<file path="src/rtl/cpu_ctrl_pkg.sv">
`default_nettype none
// +--------------------------------------------------------------------------+
// | Module      : cpu_ctrl_pkg                                               |
// | Description : State encoding and default constants for cpu_run_ctrl.     |
// | Revision    : 1.0 - initial release                                      |
// +--------------------------------------------------------------------------+
package cpu_ctrl_pkg;

  typedef enum logic [2:0] {
    S_RST       = 3'd0,
    S_RUN       = 3'd1,
    S_STEP_WAIT = 3'd2,
    S_STEP      = 3'd3,
    S_HALT      = 3'd4
  } state_t;

  localparam int C_SYNC_STAGES     = 2;
  localparam int C_DEBOUNCE_CYCLES = 16;
  localparam int C_HOLD_CYCLES     = 4;
  localparam int C_CNT_W           = 32;

endpackage
`default_nettype wire

</file>
<file path="src/rtl/debounce_sync.sv">
`default_nettype none
// +--------------------------------------------------------------------------+
// | Module      : debounce_sync                                              |
// | Description : Synchroniser, debounce counter and rising-edge pulse.      |
// | Revision    : 1.0 - initial release                                      |
// +--------------------------------------------------------------------------+
module debounce_sync
  import cpu_ctrl_pkg::*;
#(
  parameter int SYNC_STAGES     = C_SYNC_STAGES,
  parameter int DEBOUNCE_CYCLES = C_DEBOUNCE_CYCLES
) (
  input  logic clk,
  input  logic rst,
  input  logic i_raw,
  output logic o_rise
);

  localparam int c_cnt_w = (DEBOUNCE_CYCLES > 1) ? $clog2(DEBOUNCE_CYCLES) : 1;

  logic [SYNC_STAGES-1:0] r_sync;
  logic [c_cnt_w-1:0]     r_cnt;
  logic                   r_level;
  logic                   r_rise;
  logic                   w_synced;
  logic                   w_differ;
  logic                   w_accept;

  assign w_synced = r_sync[SYNC_STAGES-1];
  assign w_differ = (w_synced != r_level);
  // r_cnt holds how many disagreeing samples precede the current one
  assign w_accept = w_differ && (r_cnt == c_cnt_w'(DEBOUNCE_CYCLES - 1));

  always_ff @(posedge clk) begin
    if (rst) begin
      r_sync  <= '0;
      r_cnt   <= '0;
      r_level <= 1'b0;
      r_rise  <= 1'b0;
    end else begin
      r_sync <= {r_sync[SYNC_STAGES-2:0], i_raw};
      if (!w_differ || w_accept)
        r_cnt <= '0;
      else
        r_cnt <= r_cnt + 1'b1;
      if (w_accept)
        r_level <= w_synced;
      r_rise <= w_accept & w_synced;
    end
  end

  assign o_rise = r_rise;

endmodule
`default_nettype wire

</file>
<file path="src/rtl/cpu_run_ctrl.sv">
`default_nettype none
// +--------------------------------------------------------------------------+
// | Module      : cpu_run_ctrl                                               |
// | Description : Board-side reset / clock-enable generator for Controller.  |
// | Revision    : 1.0 - initial release                                      |
// +--------------------------------------------------------------------------+
module cpu_run_ctrl
  import cpu_ctrl_pkg::*;
#(
  parameter int SYNC_STAGES     = C_SYNC_STAGES,
  parameter int DEBOUNCE_CYCLES = C_DEBOUNCE_CYCLES,
  parameter int HOLD_CYCLES     = C_HOLD_CYCLES,
  parameter int CNT_W           = C_CNT_W
) (
  input  logic             Clk,
  input  logic             Reset,
  input  logic             BtnRst,
  input  logic             StepBtn,
  input  logic             RunMode,
  input  logic             CpuHalt,
  output logic             CpuReset,
  output logic             CpuEn,
  output logic             Halted,
  output logic [CNT_W-1:0] CycleCount
);

  localparam int c_hold_w = (HOLD_CYCLES > 1) ? $clog2(HOLD_CYCLES) : 1;

  state_t                 r_state;
  state_t                 w_next;
  logic [c_hold_w-1:0]    r_hold;
  logic [SYNC_STAGES-1:0] r_run_sync;
  logic [CNT_W-1:0]       r_count;
  logic                   w_btn_rise;
  logic                   w_step_rise;
  logic                   w_run;
  logic                   w_hold_done;

  debounce_sync #(
    .SYNC_STAGES    (SYNC_STAGES),
    .DEBOUNCE_CYCLES(DEBOUNCE_CYCLES)
  ) u_btn_rst (
    .clk   (Clk),
    .rst   (Reset),
    .i_raw (BtnRst),
    .o_rise(w_btn_rise)
  );

  debounce_sync #(
    .SYNC_STAGES    (SYNC_STAGES),
    .DEBOUNCE_CYCLES(DEBOUNCE_CYCLES)
  ) u_step (
    .clk   (Clk),
    .rst   (Reset),
    .i_raw (StepBtn),
    .o_rise(w_step_rise)
  );

  assign w_run       = r_run_sync[SYNC_STAGES-1];
  assign w_hold_done = (r_hold == c_hold_w'(HOLD_CYCLES - 1));

  always_ff @(posedge Clk) begin
    if (Reset) begin
      r_state    <= S_RST;
      r_hold     <= '0;
      r_run_sync <= '0;
      r_count    <= '0;
    end else begin
      r_state    <= w_next;
      r_run_sync <= {r_run_sync[SYNC_STAGES-2:0], RunMode};
      // a reset press while already in S_RST restarts the hold window
      if (r_state == S_RST && !w_btn_rise)
        r_hold <= r_hold + 1'b1;
      else
        r_hold <= '0;
      if (w_next == S_RST)
        r_count <= '0;
      else if (CpuEn && (r_count != '1))
        r_count <= r_count + 1'b1;
    end
  end

  always_comb begin
    w_next = r_state;
    if (w_btn_rise) begin
      w_next = S_RST;
    end else begin
      unique case (r_state)
        S_RST:       if (w_hold_done) w_next = w_run ? S_RUN : S_STEP_WAIT;
        S_RUN:       if (CpuHalt) w_next = S_HALT;
                     else if (!w_run) w_next = S_STEP_WAIT;
        S_STEP_WAIT: if (w_run) w_next = S_RUN;
                     else if (w_step_rise) w_next = S_STEP;
        S_STEP:      w_next = CpuHalt ? S_HALT : S_STEP_WAIT;
        S_HALT:      w_next = S_HALT;
        default:     w_next = S_RST;
      endcase
    end
  end

  assign CpuReset   = (r_state == S_RST);
  assign CpuEn      = (r_state == S_RUN) || (r_state == S_STEP);
  assign Halted     = (r_state == S_HALT);
  assign CycleCount = r_count;

endmodule
`default_nettype wire
</file>
<file path="config.mk">
export PLATFORM = sky130hd
export DESIGN_NAME = cpu_run_ctrl
export DESIGN_NICKNAME = d
export VERILOG_FILES = /design/src/rtl/cpu_ctrl_pkg.sv /design/src/rtl/debounce_sync.sv /design/src/rtl/cpu_run_ctrl.sv
export SDC_FILE = /design/constraint.sdc
export NUM_CORES = 1
export LEC_CHECK = 0
export ABC_AREA = 1
export CAP_MARGIN = 30
export CORE_ASPECT_RATIO = 0.8
export CORE_MARGIN = 1
export CORE_UTILIZATION = 50
export DETAILED_ROUTE_END_ITERATION = 10
export GPL_TIMING_DRIVEN = 0
export HOLD_SLACK_MARGIN = 0.1
export PLACE_DENSITY_LB_ADDON = 0.08
export SYNTH_ARGS = -nofsm -noshare
export SYNTH_HDL_FRONTEND = slang
export SYNTH_SLANG_ARGS = --single-unit
export TNS_END_PERCENT = 20
</file>
<file path="constraint.sdc">
create_clock -name Clk -period 1.65 [get_ports Clk]
set_input_delay 0.165 -clock Clk [delete_from_list [all_inputs] [get_ports Clk]]
set_output_delay 0.165 -clock Clk [all_outputs]
set_load 0.01 [all_outputs]
</file>
==> results of run 1 <==
-- worst max-delay path, cell delays in order, from the launching register on --
cell	delay (ns)
dfxtp_4	0.38
ha_4	0.17
inv_4	0.04
nor2_4	0.13
nand2_4	0.10
nor2_8	0.16
nand2_8	0.09
nand2_8	0.12
inv_8	0.05
buf_4	0.17
nand2_1	0.08
a21oi_1	0.05
-- power groups by stage --
| stage | sequential (mW) | combinational, mW | clock, mW |
|---|---|---|---|
| 2_1_floorplan | 1.42 | 0.336 | 0 |
| 3_3_place_gp | 1.43 | 0.464 | 0 |
| 3_5_place_dp | 1.43 | 0.470 | 0 |
| 4_1_cts | 1.39 | 0.494 | 0.963 |
| 5_1_grt | 1.38 | 0.634 | 1.01 |
| 6_report | 1.38 | 0.571 | 0.948 |
-- per-stage QoR --
stage,setup TNS (ns),power (mW)
finish,-0.00639,2.90
global route,-1.81,3.03
CTS,0,2.85
detailed placement,-5.60,1.90
global placement,-5.14,1.89
floorplan,0,1.76
-- Yosys cell counts --
library cell / instances / area [um^2]
nand2_1: 170 / 638
nor2_1: 82 / 308
dfxtp_1: 55 / 1100
inv_1: 47 / 176
nand3_1: 27 / 135
a21oi_1: 18 / 90.1
nand4_1: 14 / 87.6
xnor2_1: 11 / 96.3
xor2_1: 9 / 78.8
inv_2: 6 / 22.5
nor2_2: 5 / 31.3
buf_6: 4 / 45.0
ha_1: 4 / 50.1
o21ai_1: 4 / 20.0
buf_2: 3 / 15.0
nor3_1: 3 / 15.0
o21ai_0: 3 / 15.0
nand2_2: 2 / 12.5
nand2_4: 2 / 22.5
nor2_4: 2 / 22.5
buf_4: 1 / 7.51
clkbuf_1: 1 / 3.75
nand2_8: 1 / 20.0
nand3b_1: 1 / 7.51
nor2_8: 1 / 20.0
nor3b_1: 1 / 7.51
or2_2: 1 / 6.26
or3b_2: 1 / 8.76
-- cells by family (layout without fill, tap and decap cells) --
logic type               after synthesis  in the layout
AO/OA/AOI/OAI                         25             25
XOR/XNOR                              20             20
adder cells (fa/ha/maj)                4              4
buffers and inverters                 62            126
flip-flops                            55             55
AND/OR/NAND/NOR                      313            313
-- per-layer routing --
layer  track usage [%]  vias to the layer above
li1                  -                     1611
met1              36.3                     1392
met2              37.1                       95
met3              4.44                       11
met4              6.88                        0
met5                 0                        -
-- cell type report --
| cell class | instances | area [um^2] |
|---|---|---|
| plain buffers | 9 | 86.3 |
| clock buffers | 5 | 68.8 |
| clock inverters | 3 | 47.5 |
| fillers | 509 | 1900 |
| inverters | 53 | 209 |
| multi-input cells | 362 | 1790 |
| flip-flops and latches | 55 | 1170 |
| well taps | 81 | 101 |
| repair buffers | 56 | 534 |
-- flip-flops by register name, summed over array words and instances (netlist names) --
signal and count:
CycleCount 32, r_hold 2, r_run_sync 2, r_state 3, u_btn_rst.o_rise 1, u_btn_rst.r_cnt 4, u_btn_rst.r_level 1, u_btn_rst.r_sync 2
u_step.o_rise 1, u_step.r_cnt 4, u_step.r_level 1, u_step.r_sync 2
-- timing repair --
item,4_1_cts,5_1_grt
gates resized for setup,49,27
hold buffers,0,0
endpoints found under the setup margin,34,32
pin swaps,6,8
cloned,0,1
buffers inserted,5,10
-- worst paths after layout --
check | startpoint | to | slack (ns) | depth (start not counted)
setup / recovery | CycleCount[0]$_SDFFE_PP0P_ | CycleCount[26]$_SDFFE_PP0P_ | -0.006 | 11
hold / removal | RunMode | r_run_sync[0]$_SDFF_PP0_ | 0.36 | 3
setup reg to reg | CycleCount[0]$_SDFFE_PP0P_ | CycleCount[26]$_SDFFE_PP0P_ | -0.006 | 11
hold reg to reg | r_run_sync[0]$_SDFF_PP0_ | r_run_sync[1]$_SDFF_PP0_ | 0.40 | 2
==> flow_summary.json, run 1 <==
{
  "synth_top_family_by_area": "simple AND/OR/NAND/NOR gates",
  "switchingPower_mw": 0.868,
  "max_slew.worst_pin.slew_ns": 0.413,
  "period_minus_slack_ns": 1.66,
  "drive_gt1_share_pct": 18.4,
  "violations": "DRC, setup timing",
  "vias": 3109,
  "fin_crit_sh_pct": 100,
  "cellPowerDensity_nw_per_um2": 722,
  "setup_ws_ns": -0.00639,
  "die-width_um": 89.5,
  "h-tree-depth": 2,
  "area_growth_pct": 31.0,
  "fin_util_pct": 67.9,
  "p_leak_nw": 1.58,
  "critical_path_peak_fanout": 10,
  "avgSynthCellArea_um2": 6.40,
  "routedWlPerCell_um": 11.9,
  "dp_hpwl_mm": 5.40,
  "grt_max_degree": 19,
  "antenna_found_initial": 0,
  "synth_cell_type_count": 28,
  "portBuffers": 40,
  "start_util_pct": 51.8,
  "max_freq_mhz": 604,
  "numCtsBuffers": 5,
  "hold_viol": 0,
  "place_area_um2": 3580,
  "maxSlewHeadroom_pct": 72.5,
  "topRoutingLayerUsed": "met4",
  "wl_met3_um": 421,
  "power.internal_mw": 2.03,
  "clockBufferDepth": 2,
  "ys_seq_area_share_pct": 35.9,
  "rsz0062_at_grt": "yes",
  "place_congestion": 0.909,
  "yosys_warnings": 0,
  "grt_pass1_wl_mm": 12.5,
  "netlist_area_um2": 3060,
  "die_h_um": 72.0,
  "critPathRequiredTime_ns": 1.87,
  "routed_wl_mm": 7.41,
  "io_pins": 41,
  "first_iter_violations": 204,
  "p_sw_share_pct": 30.0,
  "route.met2.wl_mm": 3.19,
  "layout_common_cells": "nand2_1 (166), nor2_1 (76), inv_1 (46)",
  "synth-xor-area-share_pct": 5.72,
  "clock_latency_ns": 0.32,
  "place_inst": 600,
  "overflow": 0,
  "num_rows": 25,
  "yosys.area_share.simple_pct": 43.8,
  "syn-instance-count": 479,
  "post-place-ws_ns": -0.263,
  "clk_pin_slew_worst_paths_ns": 0.11,
  "synth.mux.area_fraction_pct": 0,
  "report.final.slew_viol_count": 0,
  "ant_nets": 0,
  "clock-sinks": 55,
  "grt_pass1_vias": 2759,
  "end_kind": "register",
  "hold_class": "in -> reg",
  "maxCapViolCount": 0,
  "peakVddDrop_mv": 0.411,
  "finClkSkew_ns": 0.0125,
  "grt_usage_pct": 24.7,
  "drc_errors": 2,
  "cts_tree": "built",
  "synth_nets": 489,
  "critPathArrivalTime_ns": 1.88,
  "antenna_cells": 0,
  "synthAdderAreaFrac_pct": 1.63,
  "finalSetupViolations": 1,
  "ys_seq_elements": 55,
  "seq_power_share_pct": 47.6,
  "hold_ws_ns": 0.355,
  "fp.coreArea_um2": 5910,
  "cts_root_buffer": "clkbuf_8",
  "start_kind": "register",
  "design_area_um2": 4010,
  "clockPowerShare_pct": 32.7,
  "synth_compound_gate_area_share_pct": 4.08,
  "m1WireLength_mm": 3.69,
  "final-instance-count-excl-fill": 624,
  "dr.pass1.iters": 8,
  "nets": 552,
  "avgViaCountPerCell": 4.98,
  "final_common_cell": "nand2_1",
  "dieArea_um2": 6450,
  "outcome": "finished with violations",
  "critical_path_class": "reg -> reg",
  "combPwrFrac_pct": 19.7
}
No activity file was read; power rests on OpenSTA's default activity.
==> run 2: changes to the inputs <==
ABC_AREA = unset   (was 1)
CORE_UTILIZATION = 57   (was 50)
clock period = 1.95 ns   (was 1.65 ns; I/O delays follow)
==> flow_summary.json, run 2 <==
{
  "place_area_um2": 2940,
  "nets": 337,
  "outcome": "finished clean",
  "layout_common_cells": "dfxtp_1 (39), clkdlybuf4s50_1 (39), nor2_1 (25)",
  "yosys_warnings": 0,
  "grt_pass1_vias": 1910,
  "p_leak_nw": 1.11,
  "maxCapViolCount": 0,
  "routedWlPerCell_um": 15.8,
  "hold_viol": 0,
  "critPathArrivalTime_ns": 2.20,
  "dr.pass1.iters": 5,
  "die_h_um": 61.0,
  "yosysTopAreaCellShare_pct": 44.4,
  "ys_seq_elements": 55,
  "synth-xor-area-share_pct": 6.71,
  "clock-sinks": 55,
  "antenna_found_initial": 0,
  "grt_usage_pct": 25.6,
  "die-width_um": 75.7,
  "clk_pin_slew_worst_paths_ns": 0.10,
  "design_area_um2": 3260,
  "cts_tree": "built",
  "synthTopCellsByArea": "dfxtp_1 (44%), nor2_1 (3.9%), xnor2_1 (3.9%)",
  "routed_wl_mm": 6.07,
  "dieArea_um2": 4620,
  "yosys.area_share.simple_pct": 27.7,
  "critical_path_peak_fanout": 7,
  "largest_register_ffs": 32,
  "hold_class": "in -> reg",
  "grt_pass1_wl_mm": 8.80,
  "fp.coreArea_um2": 4180,
  "period_minus_slack_ns": 1.94,
  "ys_async_sr_fraction_pct": 0,
  "clockBufferDepth": 2,
  "synth_cell_type_count": 47,
  "synth.mux.area_fraction_pct": 2.42,
  "ant_nets": 0,
  "clock_latency_ns": 0.31,
  "avgViaCountPerCell": 5.95,
  "end_kind": "register",
  "hold_buffers": 0,
  "cellPowerDensity_nw_per_um2": 615,
  "max_freq_mhz": 515,
  "place_inst": 366,
  "first_iter_violations": 206,
  "ys.flop_type": "dfxtp_1",
  "portBuffers": 39,
  "nFillCells": 277,
  "start_kind": "register",
  "cts_root_buffer": "clkbuf_8",
  "start_util_pct": 59.4,
  "antenna_cells": 0,
  "drive_gt1_share_pct": 19.8,
  "synthAdderAreaFrac_pct": 2.02,
  "multi_input_area_um2": 1390,
  "peakVddDrop_mv": 0.512,
  "place_congestion": 0.814,
  "ys_seq_area_share_pct": 44.4,
  "netlist_area_um2": 2480,
  "seq_area_um2": 1120,
  "final-instance-count-excl-fill": 385,
  "finClkSkew_ns": 0.00691,
  "grt_max_degree": 19,
  "syn-instance-count": 270,
  "avgSynthCellArea_um2": 9.18,
  "hold_ws_ns": 0.261,
  "dp_hpwl_mm": 3.82,
  "io_pins": 41,
  "rsz0062_at_grt": "yes",
  "finalSetupViolations": 0,
  "report.final.slew_viol_count": 0,
  "maxSlewHeadroom_pct": 62.7,
  "synth_nets": 280,
  "area_growth_pct": 31.3,
  "synth_top_family_by_area": "simple AND/OR/NAND/NOR gates",
  "synth_edf_count": 0,
  "drc_errors": 0,
  "max_slew.worst_pin.slew_ns": 0.559,
  "numCtsBuffers": 5,
  "h-tree-depth": 2,
  "synth_compound_gate_area_share_pct": 13.4,
  "yosysMostFrequentCell": "dfxtp_1",
  "yosys-top-cells-count": "dfxtp_1 (55), nor2_1 (26), a21oi_1 (18)",
  "vias": 2292,
  "fin_crit_sh_pct": 99.6,
  "yosysTopAreaCell": "dfxtp_1",
  "critical_path_class": "reg -> reg",
  "critPathRequiredTime_ns": 2.20,
  "num_rows": 21,
  "overflow": 0
}
## run 2: cell count changes after synthesis, moves of 6 or more
| cell | change |
|---|---|
| or3_1 | +11 |
| inv_2 | -6 |
| o21ai_0 | +12 |
| nand2_1 | -158 |
| nor2_1 | -56 |
| inv_1 | -40 |
| mux2i_1 | +6 |
| nor2b_1 | +6 |
| nand3_1 | -14 |
## run 2: where the power goes
part           leakage, nW  internal [mW]  switching (mW)
Clock               0.0587          0.390           0.390
Combinational        0.603         0.0341          0.0454
Sequential           0.453           1.14         0.00776
Total                 1.11           1.56           0.443
## run 2: final cells by class
class | count | area share (%)
Multi-Input combinational cell | 199 | 42.6
Tap cell | 57 | 2.19
Clock buffer | 5 | 2.11
Buffer | 8 | 1.69
Clock inverter | 3 | 1.46
Sequential cell | 55 | 34.4
Timing Repair Buffer | 50 | 14.5
Inverter | 8 | 0.960
## run 2: timing repair
action,in CTS,in global routing
setup endpoints to repair,33,33
pin swaps,3,7
setup buffers,4,7
gates resized for setup,13,25
## run 2: worst max-delay path, stage by stage (launching register included)
cell and delay (ns):
dfxtp_1 0.46, nand3_1 0.28, nor3_4 0.33, buf_4 0.19
nand4_4 0.13, or3_4 0.35, a21oi_1 0.14
## run 2: final timing paths
check                                           startpoint                              to  slack (ns)  cells past startpoint
worst max-delay path            CycleCount[5]$_SDFFE_PP0P_     CycleCount[31]$_SDFFE_PP0P_       0.008                      6
worst min register to register        r_hold[0]$_SDFF_PP0_            r_hold[0]$_SDFF_PP0_        0.42                      1
worst min-delay path                                 Reset  u_btn_rst.r_sync[0]$_SDFF_PP0_        0.26                      2
worst max register to register  CycleCount[5]$_SDFFE_PP0P_     CycleCount[31]$_SDFFE_PP0P_       0.008                      6
## run 2: cells by family (layout without fill, tap and decap cells)
group | after synthesis | after routing
buffers and inverters | 16 | 74
adders and majority gates | 4 | 4
xor gates and xnor gates | 19 | 19
DFF | 55 | 55
AOI/OAI and AO/OA | 54 | 54
and+or+nand+nor | 116 | 116
muxes | 6 | 6
## run 2: per-layer routing
metal	vias to the layer above	wire, um	global-route usage (%)
met3	16	354	5.65
met5	-	0	0
li1	1104	-	-
met1	1081	2720	34.9
met2	91	2860	39.7
met4	0	123	9.79
## run 2: metrics by stage
step           TNS [ns]  power [mW]  worst slack, ns  utilization (%)
3_5_place_dp      -2.53        1.25           -0.242             70.4
2_1_floorplan         0        1.22           0.0747                -
3_3_place_gp      -1.89        1.24           -0.192             70.4
6_report              0        2.00          0.00760             78.0
5_1_grt           -1.29        2.07           -0.133             78.0
4_1_cts               0        2.01          0.00497             74.6
==> run 3: changes to the inputs <==
CORE_MARGIN = unset   (was 1)
==> results of run 3 <==
The final DEF is identical to that of run 2; final timing and power are the same.
